<file path="config.mk">
export PLATFORM = sky130hd
export DESIGN_NAME = uart_pkt_deframer
export DESIGN_NICKNAME = d
export VERILOG_FILES = /design/src/rtl/uart_pkt_deframer.sv
export SDC_FILE = /design/constraint.sdc
export NUM_CORES = 1
export LEC_CHECK = 0
export CAP_MARGIN = 40
export CELL_PAD_IN_SITES_DETAIL_PLACEMENT = 1
export CELL_PAD_IN_SITES_GLOBAL_PLACEMENT = 2
export CORE_MARGIN = 8
export CORE_UTILIZATION = 49
export CTS_BUF_LIST = sky130_fd_sc_hd__clkbuf_4 sky130_fd_sc_hd__clkbuf_8
export CTS_CLUSTER_DIAMETER = 80
export DETAILED_ROUTE_END_ITERATION = 6
export DONT_BUFFER_PORTS = 1
export PLACE_DENSITY = 0.91
export SETUP_SLACK_MARGIN = 0.4
export SYNTH_ARGS = -nofsm -noshare
export SYNTH_HDL_FRONTEND = slang
export SYNTH_SLANG_ARGS = --single-unit
</file>
<file path="constraint.sdc">
create_clock -name clk -period 7.3 [get_ports clk]
set_input_delay 1.095 -clock clk [delete_from_list [all_inputs] [get_ports clk]]
set_output_delay 1.095 -clock clk [all_outputs]
set_load 0.01 [all_outputs]
</file>
<file path="src/rtl/uart_pkt_deframer.sv">
// uart_pkt_deframer: packet deframer behind a UART receiver.
// Hunts for SYNC, LEN, LEN payload bytes, CHECKSUM; buffers the payload and
// releases it on a valid/ready byte stream only once the checksum verifies.
// Bad, corrupted or stalled frames are discarded and reported on error strobes.
//
// Ports:
//   clk, rst     - clock, synchronous active-high reset
//   i_data       - received byte, qualified by i_data_vld (one-cycle strobe)
//   o_data       - payload byte, 0 when o_data_vld is low
//   o_data_vld   - payload byte valid; handshake with i_data_rdy
//   o_last       - final payload byte of the frame (qualified by o_data_vld)
//   o_len_err    - pulse: illegal LEN byte
//   o_crc_err    - pulse: checksum mismatch
//   o_to_err     - pulse: inter-byte timeout inside a frame
//   o_drop       - pulse: input byte discarded while draining
module uart_pkt_deframer #(
    parameter logic [7:0]  SYNC    = 8'hA5,
    parameter int unsigned MAX_LEN = 16,
    parameter int unsigned TIMEOUT = 1000
) (
    input  logic       clk,
    input  logic       rst,
    input  logic [7:0] i_data,
    input  logic       i_data_vld,
    output logic [7:0] o_data,
    output logic       o_data_vld,
    input  logic       i_data_rdy,
    output logic       o_last,
    output logic       o_len_err,
    output logic       o_crc_err,
    output logic       o_to_err,
    output logic       o_drop
);

    localparam int unsigned LW = $clog2(MAX_LEN + 1);
    localparam int unsigned AW = (MAX_LEN > 1) ? $clog2(MAX_LEN) : 1;
    localparam int unsigned TW = (TIMEOUT > 0) ? $clog2(TIMEOUT + 1) : 1;
    localparam logic [7:0]    MAX_LEN_B  = 8'(MAX_LEN);
    localparam logic [TW-1:0] IDLE_LIMIT = TW'((TIMEOUT > 0) ? TIMEOUT - 1 : 0);
    localparam bit            TO_EN      = (TIMEOUT > 0);

    typedef enum logic [2:0] {
        ST_HUNT,
        ST_LEN,
        ST_PAYLOAD,
        ST_CSUM,
        ST_DRAIN
    } state_t;

    state_t          state_q, state_d;
    logic [LW-1:0]   len_q, len_d;
    logic [LW-1:0]   wr_cnt_q, wr_cnt_d;
    logic [LW-1:0]   rd_ptr_q, rd_ptr_d;
    logic [7:0]      sum_q, sum_d;
    logic [TW-1:0]   idle_q, idle_d;
    logic [7:0]      sum_add;
    logic            hs;
    logic            wr_en;
    logic [7:0]      data_d;
    logic            vld_d, last_d;
    logic            len_err_d, crc_err_d, to_err_d, drop_d;

    logic [7:0]      pay_buf [MAX_LEN];

    assign hs      = o_data_vld & i_data_rdy;
    assign sum_add = sum_q + i_data;

    // Next-state, counters and next values of the registered outputs
    always_comb begin
        state_d   = state_q;
        len_d     = len_q;
        wr_cnt_d  = wr_cnt_q;
        rd_ptr_d  = rd_ptr_q;
        sum_d     = sum_q;
        idle_d    = idle_q;
        wr_en     = 1'b0;
        len_err_d = 1'b0;
        crc_err_d = 1'b0;
        to_err_d  = 1'b0;
        drop_d    = 1'b0;

        unique case (state_q)
            ST_HUNT: begin
                if (i_data_vld && (i_data == SYNC)) begin
                    state_d = ST_LEN;
                end
            end
            ST_LEN: begin
                if (i_data_vld) begin
                    if ((i_data == 8'd0) || (i_data > MAX_LEN_B)) begin
                        len_err_d = 1'b1;
                        state_d   = ST_HUNT;
                    end else begin
                        len_d    = LW'(i_data);
                        wr_cnt_d = '0;
                        sum_d    = i_data;
                        state_d  = ST_PAYLOAD;
                    end
                end
            end
            ST_PAYLOAD: begin
                // SYNC here is plain data: no resynchronisation mid-frame
                if (i_data_vld) begin
                    wr_en    = 1'b1;
                    sum_d    = sum_add;
                    wr_cnt_d = wr_cnt_q + LW'(1);
                    if (wr_cnt_q == (len_q - LW'(1))) begin
                        state_d = ST_CSUM;
                    end
                end
            end
            ST_CSUM: begin
                if (i_data_vld) begin
                    if (sum_add == 8'd0) begin
                        rd_ptr_d = '0;
                        state_d  = ST_DRAIN;
                    end else begin
                        crc_err_d = 1'b1;
                        state_d   = ST_HUNT;
                    end
                end
            end
            ST_DRAIN: begin
                // No backpressure upstream: bytes arriving now are lost
                drop_d = i_data_vld;
                if (hs) begin
                    if (o_last) begin
                        rd_ptr_d = '0;
                        state_d  = ST_HUNT;
                    end else begin
                        rd_ptr_d = rd_ptr_q + LW'(1);
                    end
                end
            end
            default: state_d = ST_HUNT;
        endcase

        // Inter-byte idle timer; a byte on the expiry cycle wins
        if (TO_EN && !i_data_vld &&
            ((state_q == ST_LEN) || (state_q == ST_PAYLOAD) || (state_q == ST_CSUM))) begin
            if (idle_q == IDLE_LIMIT) begin
                to_err_d = 1'b1;
                state_d  = ST_HUNT;
            end else begin
                idle_d = idle_q + TW'(1);
            end
        end
        if (i_data_vld || (state_d != state_q)) begin
            idle_d = '0;
        end

        vld_d  = (state_d == ST_DRAIN);
        data_d = vld_d ? pay_buf[AW'(rd_ptr_d)] : 8'h00;
        last_d = vld_d && (rd_ptr_d == (len_q - LW'(1)));
    end

    // State, counters and output registers
    always_ff @(posedge clk) begin
        if (rst) begin
            state_q    <= ST_HUNT;
            len_q      <= '0;
            wr_cnt_q   <= '0;
            rd_ptr_q   <= '0;
            sum_q      <= '0;
            idle_q     <= '0;
            o_data     <= '0;
            o_data_vld <= 1'b0;
            o_last     <= 1'b0;
            o_len_err  <= 1'b0;
            o_crc_err  <= 1'b0;
            o_to_err   <= 1'b0;
            o_drop     <= 1'b0;
        end else begin
            state_q    <= state_d;
            len_q      <= len_d;
            wr_cnt_q   <= wr_cnt_d;
            rd_ptr_q   <= rd_ptr_d;
            sum_q      <= sum_d;
            idle_q     <= idle_d;
            o_data     <= data_d;
            o_data_vld <= vld_d;
            o_last     <= last_d;
            o_len_err  <= len_err_d;
            o_crc_err  <= crc_err_d;
            o_to_err   <= to_err_d;
            o_drop     <= drop_d;
        end
    end

    // Payload buffer: not reset, always written before it is read
    always_ff @(posedge clk) begin
        if (wr_en && !rst) begin
            pay_buf[AW'(wr_cnt_q)] <= i_data;
        end
    end

endmodule

</file>
==> impl_results.md, run 1 <==
* Status: finished clean
* FF+latch count, synth at 178
* Least-Margin Pin Slew at between 0.9 and 1 ns
* Vias in the first global route at between 6,000 and 7,000
* CP max FO at 21
* Setup CP Type: in -> reg
* RSZ-0062 raised after global routing: false
* Pin count of the biggest net entering global routing at 34
* Hold EP: sum_q[6]
* Clk Latency, worst-skew pair at 0.47 ns
* CTS buffer count at 17
* Syn_area_per_cell at about 12 sq um
* I/O pin count at 26
* Non-filler instance count after layout at roughly 910
* Largest cells by area after synthesis: edfxtp_1 47%, dfxtp_1 12%, a32oi_1 3.1%, mux2i_1 2.8%, nand3_1 2.6%
* WL per Instance at about 25 microns
* VDD IR max at between 0.00008 and 0.00009 V
* Worst r2r src: sum_q[0]
* Drt pass-1 iters at 5
* Final Util at 0.536
* Worst hold stages at 2
* Post-Route Skew at approximately 0.011 ns
* Most common library cells after synthesis: 128 x edfxtp_1, 54 x nor2_1, 50 x dfxtp_1, 49 x nand2_1, 42 x nand3_1
* Design area at between 0.008 and 0.009 sq mm
* Initial Utilization at 0.497
* Final hold vios at 0
* Total power at ~1.8 mW
* Worst r2r path cells at 11
* Worst endpoint required time at between 7 and 8 ns
* Asr flop ratio synth at 0
* GRT overflow at 0
* Synth Net Count at 707
* FF-to-FF End: o_data[3]
* Hold Crit Class: reg -> reg
* Share of cells above drive strength 1 at 0.123
* Clock slew at reported path FFs at around 0.09 ns
* Drt drc at 0
* Die Wd at about 150 microns
* Final WL at between 20 and 25 mm
* Wl on met1 at about 9.4 mm
* DP Worst Slack at between 2 and 2.5 ns
* Leak pwr at 2.79 nW
* Tcrit/Tclk final at 0.634
* N_diodes at 0
* Reg2reg setup slack at slightly below 3 ns
* Buffers and inverters on the worst path at 0
* Final slew viol count at 0
* Initial DRC count at between 300 and 400
* Pwr per Cell Area at 206 mW/mm^2
* Top-count cell post-synth: edfxtp_1
* Vias per cell at between 6 and 7
* Yosys cell types at 69
* Die Area at between 0.02 and 0.025 sq mm
* First-pass GRT wire length at 35.7 mm
* Hold slack final at around 0.46 ns
* WL met2 at about 12 mm
* Worst Setup Start Kind: input pin
* Cell count after synthesis at 680
* TNS Setup at 0 ns
* Max incr delay on CP at around 0.70 ns
* Max-cap violation count at 0
* Final ANT Viol Nets at 0
* Clk buf depth at 2
* Post-CTS sizing at 0
* Total GRT Usage at 0.219
* CTS root buf: clkbuf_8
* Max Fclk at around 220 MHz
* Setup ws final at about 2.7 ns
* Met3 routed WL at approximately 1.0 mm
* CP arrival at between 4 and 5 ns
* Nets at about 700
* Die H at roughly 150 microns
* Initial antenna violation count at 1
* CORE AREA at roughly 0.016 sq mm
* Worst hold start: sum_q[6]
* Crit path time final at ~4.6 ns
* YS warnings at 0
* Final setup vio count at 0
* Setup Buffers After CTS at 0
* Register area share after synthesis at 0.592
* Post-synth top flop: edfxtp_1
* Slew headroom at 0.386
* H-Tree Depth at 4
* EDFF count, synth at about 130
* Share of the synthesized area in the top cell type at 0.469
* Worst path most repeated cell: a32oi_1
* Placed cells at just under 900
* Critical Path, Cell by Cell: ha_1 -> fa_1 -> a211oi_1 -> o21ai_1 -> a221o_1 -> nor3_2 -> nand4_1 -> a32oi_1 -> a32oi_1 -> a22oi_1 -> o221ai_2
* DP HPWL at approximately 16 mm
* Leading area contributor after synthesis: edfxtp_1
* Standard-cell rows at 47
* TritonCTS clock tree: done
* Top layer in use: met4
* Via count at slightly below 6,000
* Hold_buf cts at 0
* DP Area at between 0.008 and 0.009 sq mm
* Top delay family on crit path: compound AO/OA/AOI/OAI gates
* GP Congestion at approximately 0.87
* Clock Sinks at 178
* Area Overhead vs Synth at 7.79%
* Critical path endpoint category: flop
* Mapped Area at slightly above 0.008 sq mm
* Buffers on Ports at 0
* Slowest CP cell: nand4_1
[registers in the layout, summed over array words and instances, names as in the netlist]
name        flops
idle_q         10
len_q           5
o_crc_err       1
o_data          8
o_data_vld      1
o_drop          1
o_last          1
o_len_err       1
o_to_err        1
pay_buf       128
rd_ptr_q        5
state_q         3
sum_q           8
wr_cnt_q        5
[cells by family (layout without fill, tap and decap cells)]
logic type,count (synthesis),after routing,synth area share
AOI/OAI and AO/OA,144,144,0.135
xor gates and xnor gates,27,27,0.0289
adders and majority gates,15,15,0.0238
buffers and inverters,49,61,0.0293
DFF,178,178,0.592
muxes,39,39,0.0515
and+or+nand+nor,228,228,0.140
[worst reg2reg max path, stage by stage, from the launching register on]
cell and delay, ns:
dfxtp_1 0.33, ha_1 0.22, fa_1 0.41, a211oi_1 0.39, o21ai_1 0.16, a221o_1 0.35
nor3_2 0.45, nand4_1 0.70, a32oi_1 0.59, a32oi_1 0.15, a22oi_1 0.30, o221ai_2 0.13
[report_power, final]
| part | internal (mW) | switching [mW] | leakage [nW] |
|---|---|---|---|
| clock network | 0.352 | 0.363 | 0.207 |
| registers | 1.08 | 0.00103 | 1.55 |
| logic | 0.00802 | 0.0131 | 1.03 |
[routing by layer]
metal / vias to the layer above / GRT usage
met4: 0 / 0.0968
met1: 2947 / 0.257
met2: 177 / 0.386
met3: 49 / 0.0382
li1: 2589 / -
met5: - / 0
[how the worst max path moves through the flow]
| stage | from | endpoint | slack (ns) | cells after the start |
|---|---|---|---|---|
| floorplan | i_data[0] | o_data[5] | 3.07 | 11 |
| global placement | i_data[0] | o_data[5] | 2.08 | 11 |
| detailed placement | i_data[0] | o_data[3] | 2.23 | 11 |
| CTS | i_data[0] | o_data[3] | 2.72 | 11 |
| global route | i_data[0] | o_data[3] | 2.51 | 11 |
| finish | i_data[0] | o_data[3] | 2.67 | 11 |
[area by class of cell]
type	instances	area, sq um
flip-flops and latches	178	4840
clock inverters	12	158
multi-input cells	453	3120
well taps	220	275
inverters	13	48.8
fillers	1728	7640
clock buffers	20	256
repair buffers	16	125
[placed cells by master, fill, tap and decap left out, types with 23 or more instances in the layout]
| master | Yosys | layout |
|---|---|---|
| edfxtp_1 | 128 | 128 |
| nor2_1 | 54 | 54 |
| dfxtp_1 | 50 | 50 |
| nand2_1 | 49 | 49 |
| nand3_1 | 42 | 42 |
| o21ai_0 | 34 | 34 |
| a32oi_1 | 29 | 29 |
| mux2i_1 | 23 | 23 |
(Power assumes the default switching activity.)
==> run 2, diff against run 1 <==
--- a/config.mk
+++ b/config.mk
@@ -9,12 +9,12 @@
 export CELL_PAD_IN_SITES_DETAIL_PLACEMENT = 1
 export CELL_PAD_IN_SITES_GLOBAL_PLACEMENT = 2
 export CORE_MARGIN = 8
-export CORE_UTILIZATION = 49
+export CORE_UTILIZATION = 41
 export CTS_BUF_LIST = sky130_fd_sc_hd__clkbuf_4 sky130_fd_sc_hd__clkbuf_8
 export CTS_CLUSTER_DIAMETER = 80
 export DETAILED_ROUTE_END_ITERATION = 6
 export DONT_BUFFER_PORTS = 1
-export PLACE_DENSITY = 0.91
+export PLACE_DENSITY = 0.81
 export SETUP_SLACK_MARGIN = 0.4
 export SYNTH_ARGS = -nofsm -noshare
 export SYNTH_HDL_FRONTEND = slang
==> constraint.sdc (replaced) <==
create_clock -name clk -period 4.25 [get_ports clk]
set_input_delay 0.6375 -clock clk [delete_from_list [all_inputs] [get_ports clk]]
set_output_delay 0.6375 -clock clk [all_outputs]
set_load 0.01 [all_outputs]
==> run 2 against run 1 <==
Against the previous run:
- utilization down 7.3 points
- hold slack lost 0.23 ns
- power up 72%
- die area up 17%
- non-clock buffer count grew 6
- critical path type is now reg -> reg
- critical endpoint is now o_data[6]
==> impl_results.md, run 2 (same netlist as run 1, synthesis figures left out) <==
* GP Congestion at 0.841 (was 0.869)
* Worst Setup Start Kind: flop (was input pin)
* Initial DRC count at 369 (was 376)
* Worst r2r path cells at 13 (was 11)
* Worst hold start: rst (was sum_q[6])
* Reg2reg setup slack at 0.49 ns (was 2.97 ns)
* Int Pwr at 2.47 mW (was 1.44 mW)
* Worst hold stages at 1 (was 2)
* Pwr per Cell Area at 346 mW/mm^2 (was 206 mW/mm^2)
* Clock slew at reported path FFs at 0.09 ns (about the same)
* Slowest CP cell: or4b_4 (was nand4_1)
* Setup CP Type: reg -> reg (was in -> reg)
* Vias per cell at 5.83 (was 6.32)
* Share of cells above drive strength 1 at 0.146 (was 0.123)
* I/O pin count at 26 (unchanged)
* TNS Setup at 0 ns (unchanged)
* Hold Crit Class: in -> reg (was reg -> reg)
* VDD IR max at 0.000200 V (was 0.0000896 V)
* Total GRT Usage at 0.184 (was 0.219)
* Final WL at 22.0 mm (was 23.0 mm)
* Switching pwr at 0.663 mW (was 0.377 mW)
* Hold slack final at 0.227 ns (was 0.457 ns)
* Status: finished clean (unchanged)
* Final ANT Viol Nets at 0 (unchanged)
* Least-Margin Pin Slew at 0.891 ns (was 0.917 ns)
* Tcrit/Tclk final at 0.885
* CP arrival at 4.15 ns (was 4.96 ns)
* Die Wd at 157 microns (was 145 microns)
* Clk Latency, worst-skew pair at 0.47 ns (about the same)
* Largest registers: pay_buf: 128 flops, idle_q: 10 flops (unchanged)
* WL per Instance at 22.8 microns (was 25.2 microns)
* Pin count of the biggest net entering global routing at 34 (unchanged)
* Buffers on Ports at 0 (unchanged)
* Seq pwr share at 0.593 (was 0.595)
* CP max FO at 14 (was 21)
* FILL cells at 2,097 (was 1,728)
* First-pass GRT wire length at 34.3 mm (was 35.7 mm)
* CORE AREA at 0.0195 sq mm (was 0.0165 sq mm)
* FF-to-FF End: o_data[6] (was o_data[3])
* Worst r2r src: sum_q[0] (unchanged)
* Largest register FFs at 128 (unchanged)
* Hold EP: sum_q[5] (was sum_q[6])
* Most frequent cells in the layout: 128 x edfxtp_1, 54 x nor2_1, 50 x dfxtp_1 (unchanged)
* Die H at 157 microns (was 145 microns)
* Leak pwr at 2.84 nW (was 2.79 nW)
* Switching Fraction at 0.212 (was 0.208)
* Clock Sinks at 178 (unchanged)
* Via count at 5,613 (was 5,762)
* Hold_buf cts at 0 (unchanged)
* Worst endpoint required time at 4.64 ns (was 7.63 ns)
* CTS root buf: clkbuf_8 (unchanged)
* DP Worst Slack at 0.109 ns (was 2.23 ns)
* Max Fclk at approximately 270 MHz
* Max-cap violation count at 0 (unchanged)
* Final setup vio count at 0 (unchanged)
* Commonest non-fill, non-tap cell in the layout: edfxtp_1 (unchanged)
* Crit path time final at 3.76 ns
* H-Tree Depth at 4 (unchanged)
* Initial antenna violation count at 0 (was 1)
* DP HPWL at 14.9 mm (was 15.6 mm)
* Drt pass-1 iters at 4 (was 5)
* Nets at 713 (was 706)
* Total power at 3.13 mW (was 1.82 mW)
* Initial Utilization at 0.419 (was 0.497)
* Standard-cell rows at 51 (was 47)
* Power share of the combinational group at 0.012 (about the same)
* Storage element area at 0.00484 sq mm (unchanged)
* Critical path endpoint category: flop (unchanged)
* Max incr delay on CP at 0.61 ns (was 0.70 ns)
* N_diodes at 0 (unchanged)
* GRT overflow at 0 (unchanged)
* Setup ws final at 0.490 ns (was 2.67 ns)
* Post-Route Skew at 0.0120 ns (was 0.0113 ns)
* Critical Path, Cell by Cell: ha_1 -> fa_1 -> xor2_1 -> or3_1 -> a221o_1 -> or4b_4 -> o21bai_4 -> buf_4 -> a22oi_2 -> buf_12 -> a32oi_1 -> a22oi_1 -> o221ai_1 (was ha_1 -> fa_1 -> a211oi_1 -> o21ai_1 -> a221o_1 -> nor3_2 -> nand4_1 -> a32oi_1 -> a32oi_1 -> a22oi_1 -> o221ai_2)
* Drt drc at 0 (unchanged)
* RSZ-0062 raised after global routing: false (unchanged)
* Die Area at 0.0248 sq mm (was 0.0211 sq mm)
* Clk network pwr share at 0.395 (was 0.393)
* Biggest register: pay_buf (unchanged)
* Final hold vios at 0 (unchanged)
* Slew headroom at 0.404 (was 0.386)
* Footprint of the multi-input gates at 0.00321 sq mm (was 0.00312 sq mm)
* Clk buf depth at 2 (unchanged)
* Area Overhead vs Synth at 10.3% (was 7.79%)
* Vias in the first global route at 5,975 (was 6,120)
* CTS buffer count at 17 (unchanged)
* TritonCTS clock tree: done (unchanged)
* Final Util at 0.463 (was 0.536)
* Final slew viol count at 0 (unchanged)
-- run 2: power groups by stage --
| stage | clock, mW | sequential (mW) | combinational, mW |
|---|---|---|---|
| 2_1_floorplan | 0 | 1.90 | 0.0326 |
| 3_3_place_gp | 0 | 1.90 | 0.0345 |
| 3_5_place_dp | 0 | 1.90 | 0.0360 |
| 4_1_cts | 1.26 | 1.86 | 0.0362 |
| 5_1_grt | 1.32 | 1.86 | 0.0401 |
| 6_report | 1.24 | 1.86 | 0.0364 |
-- run 2: worst max-delay path by stage --
stage | startpoint | endpoint | slack [ns]
3_3_place_gp | i_data[0] | o_data[5] | 0.19
3_5_place_dp | i_data[0] | o_data[5] | 0.11
5_1_grt | sum_q[0] | o_data[2] | 0.40
2_1_floorplan | i_data[0] | o_data[5] | 0.48
6_report | sum_q[0] | o_data[6] | 0.49
4_1_cts | sum_q[0] | o_data[1] | 0.44
-- run 2: metrics by stage --
| step | area (sq um) | instances |
|---|---|---|
| 3_5_place_dp | 8480 | 927 |
| 6_report | 9040 | 963 |
| 5_1_grt | 9040 | 963 |
| 4_1_cts | 8900 | 958 |
| 2_1_floorplan | 8190 | 680 |
| 3_3_place_gp | 8480 | 926 |
-- run 2: per-layer routing --
| layer | vias up | part of all wire | GRT usage |
|---|---|---|---|
| met4 | 0 | 0.023 | 0.0626 |
| li1 | 2608 | - | - |
| met2 | 111 | 0.51 | 0.314 |
| met5 | - | 0 | 0 |
| met3 | 34 | 0.045 | 0.0400 |
| met1 | 2860 | 0.43 | 0.226 |
-- run 2: worst max-delay path: cells and delay by family, from the launching register on --
kind | cells | cell delay (ns)
buf+inv | 2 | 0.38
simple gates | 2 | 0.93
xor+xnor | 1 | 0.20
flops | 1 | 0.32
fa+ha+maj | 2 | 0.64
compound gates | 6 | 1.21
-- run 2: what timing repair did --
action	4_1_cts	5_1_grt
resized for setup	1	12
endpoints found under the setup margin	1	8
cloned	0	1
pin swaps	0	2
setup buffers	0	3
-- run 2: cell type report --
type,count,area share
well taps,265,0.0367
clock buffers,18,0.0267
multi-input cells,454,0.355
flip-flops and latches,178,0.536
clock inverters,13,0.0191
inverters,13,0.00540
repair buffers,22,0.0210
==> run 3, diff against run 2 <==
--- a/config.mk
+++ b/config.mk
@@ -14,7 +14,8 @@
 export CTS_CLUSTER_DIAMETER = 80
 export DETAILED_ROUTE_END_ITERATION = 6
 export DONT_BUFFER_PORTS = 1
-export PLACE_DENSITY = 0.81
+export GPL_ROUTABILITY_DRIVEN = 1
+export PLACE_DENSITY_LB_ADDON = 0.1
 export SETUP_SLACK_MARGIN = 0.4
 export SYNTH_ARGS = -nofsm -noshare
 export SYNTH_HDL_FRONTEND = slang
==> constraint.sdc (replaced) <==
create_clock -name clk -period 3.2 [get_ports clk]
set_input_delay 0.48 -clock clk [delete_from_list [all_inputs] [get_ports clk]]
set_output_delay 0.48 -clock clk [all_outputs]
set_load 0.01 [all_outputs]
==> run 3 against run 2 <==
Against the previous run:
- the run now ends with design-rule violations, negative setup slack left
- fmax up 4.9%
- wire length up 13%
- via count up 7.3%
- utilization up 6.0 points
==> impl_results.md, run 3 (same netlist as run 1, synthesis figures left out) <==
* Status: finished with violations (was finished clean)
* Failing checks: design-rule violations, negative setup slack
* Buffers on Ports at 0 (unchanged)
* Max incr delay on CP at 0.60 ns (was 0.61 ns)
* CTS root buf: clkbuf_8 (unchanged)
* Power share of the combinational group at 0.021 (was 0.012)
* Drt pass-1 iters at 7 (was 4)
* Top delay family on crit path: simple AND/OR/NAND/NOR gates (was compound AO/OA/AOI/OAI gates)
* Clk buf depth at 2 (unchanged)
* Footprint of the multi-input gates at 0.00352 sq mm (was 0.00321 sq mm)
* CORE AREA at 0.0195 sq mm (unchanged)
* Worst path depth at 15 (was 13)
* FF-to-FF End: o_data[0] (was o_data[6])
* Final setup vio count at 9 (was 0)
* Clk Latency, worst-skew pair at 0.46 ns (was 0.47 ns)
* First-pass GRT wire length at 38.4 mm (was 34.3 mm)
* Worst Setup Start Kind: flop (unchanged)
* Pin count of the biggest net entering global routing at 34 (unchanged)
* Initial Utilization at 0.419 (unchanged)
* Share of cells above drive strength 1 at 0.291 (was 0.146)
* Critical path endpoint category: flop (unchanged)
* Hold Crit Class: in -> reg (unchanged)
* Largest registers: pay_buf: 128 flops, idle_q: 10 flops (unchanged)
* CP arrival at 3.97 ns (was 4.15 ns)
* Slew headroom at 0.383 (was 0.404)
* Least-Margin Pin Slew at 0.922 ns (was 0.891 ns)
* Final ANT Viol Nets at 0 (unchanged)
* Die Area at 0.0248 sq mm (unchanged)
* Vias in the first global route at 6,569 (was 5,975)
* Largest register FFs at 128 (unchanged)
* TNS Setup at -2.74 ns (was 0 ns)
* Area Overhead vs Synth at 24.6% (was 10.3%)
* Drt drc at 2 (was 0)
* Critical Path, Cell by Cell: ha_4 -> fa_2 -> xor2_2 -> or3_1 -> a221o_1 -> or4b_4 -> o21bai_4 -> buf_6 -> buf_12 -> buf_16 -> nand3_2 -> a32oi_1 -> buf_4 -> nand2_1 -> o221ai_2 (was ha_1 -> fa_1 -> xor2_1 -> or3_1 -> a221o_1 -> or4b_4 -> o21bai_4 -> buf_4 -> a22oi_2 -> buf_12 -> a32oi_1 -> a22oi_1 -> o221ai_1)
* DP HPWL at 16.6 mm (was 14.9 mm)
* Standard-cell rows at 51 (unchanged)
* Crit path time final at 3.58 ns (was 3.76 ns)
* GRT overflow at 0 (unchanged)
* CP endpoint: o_data[0] (was o_data[6])
* Total GRT Usage at 0.208 (was 0.184)
* VDD IR max at 0.000245 V (was 0.000200 V)
* Nets at 795 (was 713)
* Max Fclk at 279 MHz (was 266 MHz)
* Post-Route Skew at 0.0168 ns (was 0.0120 ns)
* Buffers and inverters on the worst path at 4 (was 2)
* Final hold vios at 0 (unchanged)
* Max-cap violation count at 0 (unchanged)
* Int Pwr at 3.22 mW (was 2.47 mW)
* Pwr per Cell Area at 407 mW/mm^2 (was 346 mW/mm^2)
* Switching pwr at 0.935 mW (was 0.663 mW)
* GP Congestion at 0.852 (was 0.841)
* Worst endpoint required time at 3.59 ns (was 4.64 ns)
* Setup ws final at -0.383 ns (was 0.490 ns)
* Vias per cell at 5.76 (was 5.83)
* Slowest CP cell: or4b_4 (unchanged)
* Reg2reg setup slack at -0.38 ns (was 0.49 ns)
* Switching Fraction at 0.225 (was 0.212)
* N_diodes at 0 (unchanged)
* H-Tree Depth at 4 (unchanged)
* Die Wd at 157 microns (unchanged)
* Worst hold start: rst (unchanged)
* Seq pwr share at 0.593 (about the same)
* CTS buffer count at 17 (unchanged)
* Leak pwr at 3.40 nW (was 2.84 nW)
* Total power at 4.16 mW (was 3.13 mW)
* RSZ-0062 raised after global routing: true (was false)
* Worst r2r path cells at 15 (was 13)
* Clock slew at reported path FFs at 0.10 ns (was 0.09 ns)
* Most frequent cells in the layout: 128 x edfxtp_1, 75 x buf_4, 49 x nand2_1, 49 x dfxtp_1, 43 x nor2_1 (was 128 x edfxtp_1, 54 x nor2_1, 50 x dfxtp_1)
* FILL cells at 2,041 (was 2,097)
* Die H at 157 microns (unchanged)
* Biggest register: pay_buf (unchanged)
* Worst r2r src: sum_q[0] (unchanged)
* Storage element area at 0.00485 sq mm (was 0.00484 sq mm)
* Final WL at 24.8 mm (was 22.0 mm)
* Setup CP Type: reg -> reg (unchanged)
* Final slew viol count at 0 (unchanged)
* WL per Instance at 23.7 microns (was 22.8 microns)
* Initial antenna violation count at 0 (unchanged)
* DP Worst Slack at -0.578 ns (was 0.109 ns)
* Via count at 6,023 (was 5,613)
* Commonest non-fill, non-tap cell in the layout: edfxtp_1 (unchanged)
* Setup crit start: sum_q[0] (unchanged)
* Clock Sinks at 178 (unchanged)
* Initial DRC count at 344 (was 369)
* Clk network pwr share at 0.386 (was 0.395)
* Tcrit/Tclk final at 1.12 (was 0.885)
* CP max FO at 6 (was 14)
* I/O pin count at 26 (unchanged)
* TritonCTS clock tree: done (unchanged)
==> run 3: changes by cell type in the layout (fill, tap and decap cells not counted), moves of 4 or more <==
cell     delta
buf_4      +55
buf_6      +13
nor2_1     -11
buf_12     +10
nor2_4      +9
nand3_1     -6
nand3_2     +6
a21oi_1     -5
a32oi_1     -5
a32oi_2     +5
a21oi_2     +4
==> run 3: cell type report <==
cell class / instances / share of cell area
sequential: 178 / 0.475
multi-input combinational: 454 / 0.345
clock buffer: 17 / 0.0229
timing repair buffer: 104 / 0.104
tap: 265 / 0.0325
inverter: 13 / 0.00478
clock inverter: 15 / 0.0164
==> run 3: power groups by stage <==
stage	Clock, mW	Sequential [mW]	Combinational [mW]
floorplan	0	2.52	0.0449
global placement	0	2.52	0.0665
detailed placement	0	2.52	0.0682
CTS	1.64	2.47	0.0729
global route	1.71	2.47	0.0950
finish	1.61	2.47	0.0867
==> run 3: how the worst min path moves through the flow <==
stage / endpoint / slack, ns / cells past startpoint
2_1_floorplan: sum_q[2] / 0.44 / 2
5_1_grt: sum_q[0] / 0.04 / 1
3_5_place_dp: sum_q[5] / 0.45 / 2
4_1_cts: sum_q[0] / 0.04 / 1
6_report: sum_q[0] / 0.07 / 1
3_3_place_gp: sum_q[6] / 0.44 / 2
==> run 3: routing by layer <==
metal / wire [microns] / vias up / global-route usage
li1: - / 2781 / -
met1: 10600 / 3073 / 0.254
met2: 12400 / 121 / 0.354
met3: 984 / 48 / 0.0376
met4: 820 / 0 / 0.0879
met5: 0 / - / 0
==> run 3: timing repair <==
action | in CTS | in global routing
hold buffers | 0 | 0
setup endpoints to repair | 26 | 26
gates resized for setup | 36 | 49
cloned | 4 | 1
buffers inserted | 14 | 5
pin swaps | 23 | 27
==> run 3: through the flow <==
| step | cell area (sq um) | hold slack (ns) | util | std cells |
|---|---|---|---|---|
| floorplan | 8250 | 0.436 | - | 680 |
| global placement | 9070 | 0.443 | 0.464 | 987 |
| detailed placement | 9080 | 0.452 | 0.465 | 989 |
| CTS | 9910 | 0.0391 | 0.508 | 1039 |
| global route | 10200 | 0.0391 | 0.523 | 1046 |
| finish | 10200 | 0.0693 | 0.523 | 1046 |
